File: config.mk
export PLATFORM = sky130hd
export DESIGN_NAME = ex_mem_stage
export DESIGN_NICKNAME = d
export VERILOG_FILES = /design/src/rtl/ex_mem_stage.sv
export SDC_FILE = /design/constraint.sdc
export NUM_CORES = 1
export LEC_CHECK = 0
export CORE_AREA = 2 2 113 115
export CTS_BUF_LIST = sky130_fd_sc_hd__clkbuf_8
export CTS_CLUSTER_DIAMETER = 200
export DETAILED_ROUTE_END_ITERATION = 12
export DIE_AREA = 0 0 115 117
export HOLD_SLACK_MARGIN = 0.1
export PLACE_DENSITY = 0.77
export SLEW_MARGIN = 20
export SYNTH_ARGS = -nofsm -noshare
export SYNTH_HDL_FRONTEND = slang
export SYNTH_SLANG_ARGS = --single-unit
File: constraint.sdc
create_clock -name clk -period 2.01 [get_ports clk]
set_input_delay 0.3015 -clock clk [delete_from_list [all_inputs] [get_ports clk]]
set_output_delay 0.3015 -clock clk [all_outputs]
set_load 0.02 [all_outputs]
File: src/rtl/ex_mem_stage.sv
// EX/MEM pipeline register with taken-branch redirect and an optional precise overflow trap.
// The overflow trap, its FSM and the epc/cause capture are built only when EX_OVF_TRAP_EN is defined.
module ex_mem_stage #(
  parameter logic [31:0] TRAP_VECTOR = 32'h0000_0080,
  parameter logic [4:0]  OVF_CAUSE   = 5'd12
) (
  input  logic        clk,
  input  logic        reset,
  input  logic [31:0] alu_r,
  input  logic        alu_zero,
  input  logic        alu_ovf,
  input  logic        alu_branch,
  input  logic        in_valid,
  input  logic [31:0] in_pc,
  input  logic [31:0] in_br_target,
  input  logic        in_is_branch,
  input  logic        in_ovf_chk,
  input  logic [4:0]  in_rd,
  input  logic        in_regwrite,
  input  logic        in_memread,
  input  logic        in_memwrite,
  input  logic [31:0] in_store_data,
  input  logic        mem_stall,
  input  logic        exc_ack,
  output logic        out_valid,
  output logic        out_regwrite,
  output logic        out_memread,
  output logic        out_memwrite,
  output logic [31:0] out_result,
  output logic [31:0] out_store_data,
  output logic [4:0]  out_rd,
  output logic        redirect_valid,
  output logic [31:0] redirect_pc,
  output logic        flush_up,
  output logic        exc_pending,
  output logic [31:0] epc,
  output logic [4:0]  cause
);

  typedef enum logic [1:0] {RUN, TRAP, HOLD} state_t;

  state_t      r_state;
  logic        r_out_valid;
  logic        r_regwrite;
  logic        r_memread;
  logic        r_memwrite;
  logic [31:0] r_result;
  logic [31:0] r_store_data;
  logic [4:0]  r_rd;
  logic        r_redirect_valid;
  logic [31:0] r_redirect_pc;
  logic        r_flush_up;
  logic        r_exc_pending;
  logic [31:0] r_epc;
  logic [4:0]  r_cause;
  logic        w_trap;
  logic        w_unused;

`ifdef EX_OVF_TRAP_EN
  assign w_trap      = in_ovf_chk & alu_ovf;
  assign exc_pending = r_exc_pending;
  assign epc         = r_epc;
  assign cause       = r_cause;
  assign w_unused    = alu_zero;
`else
  assign w_trap      = 1'b0;
  assign exc_pending = 1'b0;
  assign epc         = 32'd0;
  assign cause       = 5'd0;
  assign w_unused    = ^{alu_zero, alu_ovf, in_ovf_chk, r_exc_pending, r_epc, r_cause};
`endif

  // Pulse registers hold through a stall; gating them here makes the pulse replay once the stall lifts.
  assign redirect_valid = r_redirect_valid & ~mem_stall;
  assign flush_up       = r_flush_up & ~mem_stall;
  assign redirect_pc    = r_redirect_pc;
  assign out_valid      = r_out_valid;
  assign out_regwrite   = r_regwrite;
  assign out_memread    = r_memread;
  assign out_memwrite   = r_memwrite;
  assign out_result     = r_result;
  assign out_store_data = r_store_data;
  assign out_rd         = r_rd;

  always_ff @(posedge clk) begin
    if (reset) begin
      r_state          <= RUN;
      r_out_valid      <= 1'b0;
      r_regwrite       <= 1'b0;
      r_memread        <= 1'b0;
      r_memwrite       <= 1'b0;
      r_result         <= 32'd0;
      r_store_data     <= 32'd0;
      r_rd             <= 5'd0;
      r_redirect_valid <= 1'b0;
      r_redirect_pc    <= 32'd0;
      r_flush_up       <= 1'b0;
      r_exc_pending    <= 1'b0;
      r_epc            <= 32'd0;
      r_cause          <= 5'd0;
    end else begin
      case (r_state)
        RUN: begin
          if (!mem_stall) begin
            r_out_valid      <= 1'b0;
            r_regwrite       <= 1'b0;
            r_memread        <= 1'b0;
            r_memwrite       <= 1'b0;
            r_redirect_valid <= 1'b0;
            r_flush_up       <= 1'b0;
            if (in_valid) begin
              if (w_trap) begin
                r_state          <= TRAP;
                r_epc            <= in_pc;
                r_cause          <= OVF_CAUSE;
                r_exc_pending    <= 1'b1;
                r_redirect_valid <= 1'b1;
                r_redirect_pc    <= TRAP_VECTOR;
                r_flush_up       <= 1'b1;
              end else begin
                r_out_valid  <= 1'b1;
                r_result     <= alu_r;
                r_store_data <= in_store_data;
                r_rd         <= in_rd;
                // Branches never write back or touch memory, taken or not.
                if (in_is_branch) begin
                  if (alu_branch) begin
                    r_redirect_valid <= 1'b1;
                    r_redirect_pc    <= in_br_target;
                    r_flush_up       <= 1'b1;
                  end
                end else begin
                  r_regwrite <= in_regwrite;
                  r_memread  <= in_memread;
                  r_memwrite <= in_memwrite;
                end
              end
            end
          end
        end
        TRAP: begin
          if (!mem_stall) begin
            r_state          <= HOLD;
            r_redirect_valid <= 1'b0;
          end
        end
        HOLD: begin
          if (exc_ack) begin
            r_state       <= RUN;
            r_exc_pending <= 1'b0;
            r_flush_up    <= 1'b0;
          end
        end
        default: r_state <= RUN;
      endcase
    end
  end

endmodule
==> summary.txt <==
Status
  – Status: complete, no violations

Setup path
  – Crit path buffers/inverters: 2
  – Worst-path cell chain: clkdlybuf4s50_1 > nor2b_1 > clkdlybuf4s50_1
  – WP data required: 1.71 ns
  – Crit path top cell by count: clkdlybuf4s50_1
  – R2R Path Start: redirect_pc[16]$_SDFFE_PP0P_
  – Setup slack, reg-to-reg: 1.36 ns
  – CP startpoint kind: input pin
  – Critical-path top delay cell: clkdlybuf4s50_1
  – Reg2reg path depth: 2
  – CP Capture Type: primary output
  – RR Endpoint: redirect_pc[16]$_SDFFE_PP0P_
  – CP Capture Point: flush_up
  – Arr. time, crit path: 1.63 ns
  – Largest delay contributor family on the critical path: buffers and inverters
  – CP max stage delay: 0.63 ns
  – CP Depth: 3
  – CP Max Fanout: 5
  – CP Class: input pin to primary output
  – Setup crit start: mem_stall

Timing
  – Final WS setup: 0.0802 ns
  – Slew headroom: 0.658
  – Max Clock Skew: 0 ns
  – Achievable Freq: 518 MHz
  – Period Utilization, post-route: 0.960
  – Max Slew Vio Count: 0
  – Final Hold Viols: 0
  – Setup TNS: 0 ns
  – RSZ-0062 raised after global routing: false
  – Worst-margin pin slew: 0.512 ns
  – Final min period: 1.93 ns
  – Hold slack final: 0.452 ns
  – Setup violators final: 0

CTS
  – Longest Clk Path Bufs: 2
  – Root Driver: clkbuf_8
  – Clock sink total: 106
  – CTS tree: done
  – Clock transition at path regs: 0.09 ns
  – Worst-Skew Late Latency: 0.36 ns
  – Cts bufs inserted: 9
  – H-Tree Depth: 3
  – Post-CTS setup buffers: 0

Detailed routing
  – ANT nets after route: 0
  – Total number of vias: 3724
  – Final wirelength: 11000 um
  – Residual DRC: 0
  – Via density: 4.36
  – Drt first-iter violations: 256
  – First-pass DRT Iterations: 4
  – DR WL/cell: 12.8 um

Pwr
  – Sw Share: 0.259
  – VDD IR-drop max: 0.000335 V
  – Switching power: 1100 uW
  – Clk pwr share: 0.299
  – Combinational power share: 0.178
  – PD cells: 672 mW/mm^2
  – Total power: 4230 uW
  – Flop pwr share: 0.523
  – Lkg Pwr: 0.00231 uW
  – Pint: 3140 uW

Place
  – Final RePlAce weighted congestion: 0.760
  – Setup WS pre-CTS: 0.0435 ns
  – Dpl cell area: 0.00611 mm^2
  – Post-DP HPWL: 7530 um
  – Port Buffers: 216

Synth
  – Largest cells by area after synthesis: dfxtp_1 (53%), nand2_1 (19%), a21oi_1 (13%)
  – Area share of the largest cell type after synthesis: 0.528
  – Post-synthesis sequential area ratio: 0.528
  – Mapped Cells: 504
  – YS warnings: 0
  – Cell variety after synth: 15
  – Syn_area_per_cell: 7.97 um^2
  – #FFs+latches synth: 106
  – Synth area leader: dfxtp_1
  – Post-Syn Area: 0.00402 mm^2

Run
  – Max cap viols: 0

Floorplanning
  – Die ar.: 0.0135 mm^2
  – Initial Utilization: 0.326
  – Die Wd: 115 um
  – Core footprint: 0.0123 mm^2
  – Boundary pin count: 291
  – Die Span Y: 117 um
  – # rows: 41

Finish
  – Area delta synth->final: 56.8%
  – Fillers: 1197
  – Design area: 0.00630 mm^2
  – Net count reported at finish: 846
  – Share of cells above drive strength 1: 0.0355
  – Antenna cells: 0

GRT
  – Initial antenna violation count: 0
  – GRT Overall Usage: 0.156
  – First-pass GRT wire length: 16400 um
  – Vias in the first global route: 3289
  – Global route total overflow: 0
  – Pin count of the biggest net entering global routing: 107

Hold path
  – Hold Path Class: flip-flop to flip-flop
## state kept, by name (all words and copies together) (netlist names)
register and cells:
out_valid 1, out_memread 1, redirect_pc 32, out_result 32, r_redirect_valid 1, out_memwrite 1
out_rd 5, out_regwrite 1, out_store_data 32
## timing repair
action / 4_1_cts / 5_1_grt
resized for setup: 0 / 1
setup endpoints to repair: 0 / 2
hold buffers: 0 / 0
## final cells by class
type,instances,area (um^2),area share
clock buffers,13,179,0.0284
clock inverters,2,11.3,0.00179
multi-input cells,360,1540,0.244
flip-flops and latches,106,2120,0.337
well taps,150,188,0.0298
repair buffers,223,2260,0.359
## worst reg2reg max path, cell delays in order, from the launching register on
cell and delay, ns:
dfxtp_1 0.35, nand2_1 0.05, a21oi_1 0.17
## per-layer routing
metal / wire (um) / part of all wire / GRT usage / vias to the layer above
met4: 259 / 0.024 / 0.0771 / 0
met5: 0 / 0 / 0 / -
met1: 4640 / 0.42 / 0.191 / 1659
met2: 5350 / 0.49 / 0.254 / 134
met3: 715 / 0.065 / 0.0412 / 17
li1: - / - / - / 1914
## cell families (layout without fill, tap and decap cells)
logic type,after synthesis,after routing,synth area share
compound gates,106,106,0.132
buf+inv,75,238,0.125
flops,106,106,0.528
other cells,1,38,0.000933
simple gates,216,216,0.214
## worst min path at each step
stage | startpoint | depth (start not counted) | end
6_report | out_memread$_SDFFE_PP0N_ | 2 | out_memread$_SDFFE_PP0N_
5_1_grt | alu_r[2] | 3 | out_result[2]$_SDFFE_PP0P_
4_1_cts | in_br_target[12] | 3 | redirect_pc[12]$_SDFFE_PP0P_
3_5_place_dp | out_memread$_SDFFE_PP0N_ | 2 | out_memread$_SDFFE_PP0N_
3_3_place_gp | out_memread$_SDFFE_PP0N_ | 2 | out_memread$_SDFFE_PP0N_
2_1_floorplan | in_br_target[10] | 2 | redirect_pc[10]$_SDFFE_PP0P_
## cells in the mapped netlist
master	number
nand3b_1	3
buf_6	5
nand2b_1	1
a21oi_1	106
nand2_1	207
and4b_1	1
buf_4	44
and2b_1	1
nor2b_1	2
nand4b_4	1
buf_1	3
conb_1	1
buf_2	15
dfxtp_1	106
clkbuf_1	8
## placed cells by master (no fill, tap or decap)
cell type        count
clkbuf_8            13
and2b_2              1
conb_1              38
clkdlybuf4s50_1    214
nand2b_2             1
nand2_1            207
dfxtp_1            106
clkinvlp_4           1
nand4b_4             1
and4b_1              1
buf_12               4
dlymetal6s2s_1       1
a21oi_1            106
nand3b_1             3
buf_4                4
inv_1                1
nor2b_1              2
## metrics by stage
stage / cells / util
after floorplan: 541 / -
after global placement: 839 / 0.496
after detailed placement: 839 / 0.496
after CTS: 854 / 0.512
after global routing: 854 / 0.512
final: 854 / 0.512
## power by group through the flow
stage	logic (uW)	clock network, uW	registers [uW]
2_1_floorplan	298	0	2360
3_3_place_gp	750	0	2260
3_5_place_dp	754	0	2260
4_1_cts	757	1330	2220
5_1_grt	812	1400	2230
6_report	752	1270	2210
Power figures use the tool's default switching activity.
